--- config.mk ---
export PLATFORM = sky130hd
export DESIGN_NAME = ps2_rx_ctrl
export DESIGN_NICKNAME = d
export VERILOG_FILES = /design/src/rtl/ps2_rx_ctrl.sv
export SDC_FILE = /design/constraint.sdc
export NUM_CORES = 1
export LEC_CHECK = 0
export CAP_MARGIN = 20
export CORE_UTILIZATION = 60
export CTS_CLUSTER_SIZE = 40
export DETAILED_ROUTE_END_ITERATION = 10
export PLACE_DENSITY = 0.79
export SETUP_SLACK_MARGIN = 0.2
export SYNTH_ARGS = -nofsm -noshare
export SYNTH_HDL_FRONTEND = slang
export SYNTH_SLANG_ARGS = --single-unit
--- constraint.sdc ---
create_clock -name clock -period 3.6 [get_ports clock]
set_clock_uncertainty 0.05 [all_clocks]
set_input_delay 0.54 -clock clock [delete_from_list [all_inputs] [get_ports clock]]
set_output_delay 0.54 -clock clock [all_outputs]
set_load 0.01 [all_outputs]
--- src/rtl/ps2_rx_ctrl.sv ---
// PS/2 host receive controller: pin synchronisers, 11-bit frame sequencer with
// watchdog, first-word-fall-through scan-code FIFO and sticky error flags.
module ps2_rx_ctrl #(
  parameter int FIFO_DEPTH  = 8,
  parameter int SYNC_STAGES = 2,
  parameter int TIMEOUT     = 4095
) (
  input  logic                          clock,
  input  logic                          reset,
  input  logic                          en,
  input  logic                          ps2_clk,
  input  logic                          ps2_dat,
  output logic                          out_valid,
  output logic [7:0]                    out_data,
  input  logic                          out_ready,
  output logic [$clog2(FIFO_DEPTH):0]   fifo_count,
  output logic                          overflow,
  output logic                          parity_err,
  output logic                          frame_err,
  input  logic                          err_clr
);
  localparam int AW  = $clog2(FIFO_DEPTH);
  localparam int WDW = $clog2(TIMEOUT + 1);

  typedef enum logic [1:0] {IDLE, DATA, PARITY, STOP} state_t;

  logic [SYNC_STAGES-1:0] clk_sh, dat_sh;
  logic                   clk_prev, clk_sync, dat_sync, fall;

  state_t         state, state_n;
  logic [2:0]     bit_cnt;
  logic [7:0]     shreg;
  logic           par;
  logic [WDW-1:0] wd;
  logic           timeout, push, set_perr, set_ferr;

  logic [7:0]     mem [FIFO_DEPTH];
  logic [AW-1:0]  wr_ptr, rd_ptr;
  logic [AW:0]    count;
  logic           pop, full, do_push, drop;

  assign clk_sync = clk_sh[SYNC_STAGES-1];
  assign dat_sync = dat_sh[SYNC_STAGES-1];
  assign fall     = clk_prev & ~clk_sync;

  // Synchronisers idle high so a reset never manufactures a falling edge.
  always_ff @(posedge clock) begin
    if (reset) begin
      clk_sh   <= '1;
      dat_sh   <= '1;
      clk_prev <= 1'b1;
    end else begin
      clk_sh   <= {clk_sh[SYNC_STAGES-2:0], ps2_clk};
      dat_sh   <= {dat_sh[SYNC_STAGES-2:0], ps2_dat};
      clk_prev <= clk_sync;
    end
  end

  assign timeout = (state != IDLE) && !fall && (wd == WDW'(TIMEOUT - 1));

  always_ff @(posedge clock) begin
    if (reset) state <= IDLE;
    else       state <= state_n;
  end

  always_comb begin
    state_n  = state;
    push     = 1'b0;
    set_perr = 1'b0;
    set_ferr = 1'b0;
    if (!en) begin
      state_n = IDLE;
    end else if (timeout) begin
      state_n  = IDLE;
      set_ferr = 1'b1;
    end else if (fall) begin
      case (state)
        IDLE:   if (!dat_sync) state_n = DATA;
        DATA:   if (bit_cnt == 3'd7) state_n = PARITY;
        PARITY: state_n = STOP;
        STOP: begin
          state_n = IDLE;
          // A bad stop bit masks any parity verdict.
          if (!dat_sync)        set_ferr = 1'b1;
          else if (^shreg ^ par) push    = 1'b1;
          else                   set_perr = 1'b1;
        end
        default: state_n = IDLE;
      endcase
    end
  end

  always_ff @(posedge clock) begin
    if (reset) begin
      bit_cnt <= '0;
      shreg   <= '0;
      par     <= 1'b0;
      wd      <= '0;
    end else begin
      if (fall || state_n == IDLE) wd <= '0;
      else                         wd <= wd + 1'b1;
      if (state == IDLE) bit_cnt <= '0;
      if (en && fall && state == DATA) begin
        shreg[bit_cnt] <= dat_sync;
        bit_cnt        <= bit_cnt + 3'd1;
      end
      if (en && fall && state == PARITY) par <= dat_sync;
    end
  end

  assign pop     = out_valid & out_ready;
  assign full    = (count == (AW+1)'(FIFO_DEPTH));
  assign do_push = push & (~full | pop);
  assign drop    = push & full & ~pop;

  always_ff @(posedge clock) begin
    if (reset) begin
      for (int i = 0; i < FIFO_DEPTH; i++) mem[i] <= '0;
      wr_ptr <= '0;
      rd_ptr <= '0;
      count  <= '0;
    end else begin
      if (do_push) begin
        mem[wr_ptr] <= shreg;
        wr_ptr      <= wr_ptr + 1'b1;
      end
      if (pop) rd_ptr <= rd_ptr + 1'b1;
      if (do_push && !pop)      count <= count + 1'b1;
      else if (pop && !do_push) count <= count - 1'b1;
    end
  end

  assign out_valid  = (count != '0);
  assign out_data   = mem[rd_ptr];
  assign fifo_count = count;

  // Event beats a coincident clear.
  always_ff @(posedge clock) begin
    if (reset) begin
      overflow   <= 1'b0;
      parity_err <= 1'b0;
      frame_err  <= 1'b0;
    end else begin
      overflow   <= drop     | (overflow   & ~err_clr);
      parity_err <= set_perr | (parity_err & ~err_clr);
      frame_err  <= set_ferr | (frame_err  & ~err_clr);
    end
  end
endmodule
==> run_results.csv <==
group,metric,value,unit
run_status,status,"finished clean",
yosys,synth_compound_area_share,3.51,%
critical_path,arrival,3.45,ns
layout,final_nets,467,
yosys,syn-instance-count,438,
yosys,ys.flop_type,"edfxtp_1",
yosys,synth_area_per_cell,12.0,sq um
floorplan,std_cell_rows,33,
floorplan,start_util,62.8,%
grt,antenna_found_initial,0,
critical_path,crit_fanout,5,
cts,cts_tree,"built",
cts,cts_max_level,3,
routing,drt_first_pass_iters,5,
yosys,ys_ff_latch,111,
layout,mostFrequentLayoutCells,"edfxtp_1 (64), nor4_1 (54), dfxtp_1 (47)",
cts,worstSkewPairLatency,0.37,ns
yosys,synthesis.nets,455,
floorplan,coreArea,8340,sq um
power_and_ir_drop,ir_worst_vdd,0.000405,V
yosys,synth_top_family_by_area,"simple AND/OR/NAND/NOR gates",
routing,wl_per_cell,19.4,um
timing,slew_violations,0,
yosys,synth_top_area_share,36.7,%
critical_path,worstSetupStartpointType,"primary input",
cts,cts.clk_slew.worst_paths,0.11,ns
critical_path,cp-end-kind,"register",
yosys,async_flop_share,0,%
timing,finalHoldViolations,0,
layout,n_fill_cell,625,
power_and_ir_drop,power_frac_seq,51.4,%
yosys,synth.area.top_cells,"edfxtp_1 (37%), dfxtp_1 (18%), mux4_2 (6.9%)",
critical_path,reg2reg_from,"clk_sh[1]$_SDFF_PP1_",
timing,fmax,314,MHz
floorplan,die_area,9100,sq um
power_and_ir_drop,switchingPower,775,uW
layout,n_antenna_cell,0,
grt,grt_max_degree,70,
cts,cts_root_buf,"clkbuf_8",
yosys,syn_area,5240,sq um
critical_path,critical_path_class,"primary input to register",
yosys,synth.distinct_cells,47,
critical_path,worstPathCellList,"clkdlybuf4s50_1, nand2_1, or3_4, nor4b_4, nor2_4, inv_2, ha_1, inv_1, ha_1, a21o_1, a21oi_1, xnor2_1, or3_1, a21oi_1",
routing,antenna_left,0,
timing,slew_headroom,40.4,%
yosys,yosys_warnings,0,
layout,layout-drive-gt1-share,17.8,%
place,dpl.hpwl,7.33,mm
critical_path,crit_end,"fifo_count[3]$_SDFFE_PP0P_",
yosys,synthMuxAreaShare,10.9,%
job,maxCapViolations,0,
grt,track_usage,25.9,%
yosys,synthXorXnorAreaFrac,3.94,%
yosys,synth_edf_count,64,
critical_path,reg2reg_slack,0.51,ns
power_and_ir_drop,p_sw_share,27.2,%
power_and_ir_drop,p_int,2.08,mW
routing,drc_errors,0,
grt,grt_pass1_vias,3364,
timing,final.min_clock_period,3.19,ns
power_and_ir_drop,power_density,495,nW/um^2
layout,stdcell_area,5750,sq um
floorplan,die_h,95.4,um
critical_path,critPathMaxStageDelay,0.47,ns
yosys,synthSimpleGateAreaFrac,20.8,%
critical_path,crit_buf_inv,3,
critical_path,rr_worst_depth,13,
floorplan,num_io_pins,23,
cts,post-cts-setup-buffers,0,
grt,overflow,0,
critical_path,cp_data_required_time,3.86,ns
yosys,synth_top_area_cell,"edfxtp_1",
layout,synthToLayoutAreaGrowth,9.92,%
yosys,synthAdderAreaFrac,2.53,%
min_path,min_path_type,"register to register",
routing,drt_wl_total,10.9,mm
critical_path,crit_family,"simple AND/OR/NAND/NOR gates",
power_and_ir_drop,p_clk_share,27.1,%
place,placedInstanceArea,5540,sq um
place,gp_congestion,0.746,
power_and_ir_drop,finalPower,2.85,mW
cts,clockBufferDepth,2,
routing,drt_iter0_drc,295,
routing,num_vias,3556,
critical_path,critical_path_depth,14,
layout,utilization,69.0,%
grt,grt_pass1_wl,17.3,mm
critical_path,reg2reg_to,"fifo_count[3]$_SDFFE_PP0P_",
power_and_ir_drop,power_leakage,1.84,nW
timing,rsz0062_at_grt,"no",
cts,cts_sinks,111,
layout,layout_commonest_cell,"edfxtp_1",
yosys,seq_area_frac_synth,54.7,%
timing,tightest_slew,0.893,ns
critical_path,crit_slowest_cell,"clkdlybuf4s50_1",
timing,finalSetupViolCount,0,
cts,cts_buffers,9,
floorplan,die_x,95.4,um
timing,finalCritPeriodShare,88.5,%
power_and_ir_drop,p_comb_share,21.5,%
routing,via_per_inst,6.35,
critical_path,crit_start,"en",
place,io_buffers,22,
[cell type report]
class / instances / area (sq um) / share of cell area [%]
Sequential cell: 111 / 2860 / 49.8
Multi-Input combinational cell: 282 / 2200 / 38.2
Timing Repair Buffer: 36 / 320 / 5.57
Tap cell: 105 / 131 / 2.28
Clock buffer: 9 / 124 / 2.15
Clock inverter: 7 / 80.1 / 1.39
Inverter: 10 / 37.5 / 0.652
[how the worst min path moves through the flow]
stage,start,end,slack [ns],depth (start not counted)
6_report,clk_sh[0]$_SDFF_PP1_,clk_sh[1]$_SDFF_PP1_,0.37,1
5_1_grt,clk_sh[0]$_SDFF_PP1_,clk_sh[1]$_SDFF_PP1_,0.40,1
4_1_cts,clk_sh[0]$_SDFF_PP1_,clk_sh[1]$_SDFF_PP1_,0.38,1
3_5_place_dp,clk_sh[0]$_SDFF_PP1_,clk_sh[1]$_SDFF_PP1_,0.35,1
3_3_place_gp,dat_sh[0]$_SDFF_PP1_,dat_sh[1]$_SDFF_PP1_,0.35,1
2_1_floorplan,clk_sh[0]$_SDFF_PP1_,clk_sh[1]$_SDFF_PP1_,0.34,1
[synth_stat cells (7+ instances only)]
| cell type | instances |
|---|---|
| mux2_2 | 9 |
| nand3_1 | 14 |
| or2_2 | 8 |
| a21oi_1 | 11 |
| nand2_1 | 31 |
| nor2_1 | 36 |
| nor4_1 | 54 |
| inv_1 | 7 |
| xor2_1 | 14 |
| mux2i_1 | 11 |
| ha_1 | 9 |
| clkbuf_1 | 24 |
| dfxtp_1 | 47 |
| edfxtp_1 | 64 |
| xnor2_1 | 7 |
| mux4_2 | 16 |
| nor4_2 | 10 |
[flip-flops by register name, summed over array words and instances (netlist names), 3 cells and up, named ones only]
register,count
mem,64
bit_cnt,3
wr_ptr,3
shreg,8
fifo_count,4
rd_ptr,3
wd,12
[routing by layer]
metal	GRT usage (%)	routed length (um)	vias to the layer above
met4	7.84	141	0
met2	42.1	5360	130
met1	35.2	4660	1722
li1	-	-	1691
met3	4.94	698	13
met5	0	0	-
[through the flow]
stage | setup TNS [ns] | hold WS [ns] | instances | setup slack, ns
2_1_floorplan | 0 | 0.339 | 438 | 0.611
3_3_place_gp | 0 | 0.346 | 544 | 0.0721
3_5_place_dp | -0.0529 | 0.348 | 544 | -0.0529
4_1_cts | 0 | 0.378 | 560 | 0.337
5_1_grt | 0 | 0.395 | 560 | 0.209
6_report | 0 | 0.373 | 560 | 0.414
[repair_timing]
item	4_1_cts	5_1_grt
gates resized for setup	0	1
hold buffers	0	0
setup endpoints to repair	0	1
[power by group through the flow]
stage                     clock (mW)  sequential [mW]  combinational, mW
after detailed placement           0             1.49              0.618
after CTS                      0.779             1.47              0.621
after global routing           0.828             1.48              0.673
after floorplan                    0             1.48              0.403
after global placement             0             1.49              0.600
final                          0.774             1.46              0.612
[kinds of logic after synthesis]
| kind of cell | count (synthesis) |
|---|---|
| DFF | 111 |
| buffers and inverters | 45 |
| AOI/OAI and AO/OA | 28 |
| and+or+nand+nor | 186 |
| xor gates and xnor gates | 22 |
| adders and majority gates | 10 |
| muxes | 36 |
No activity file was read; power rests on OpenSTA's default activity.
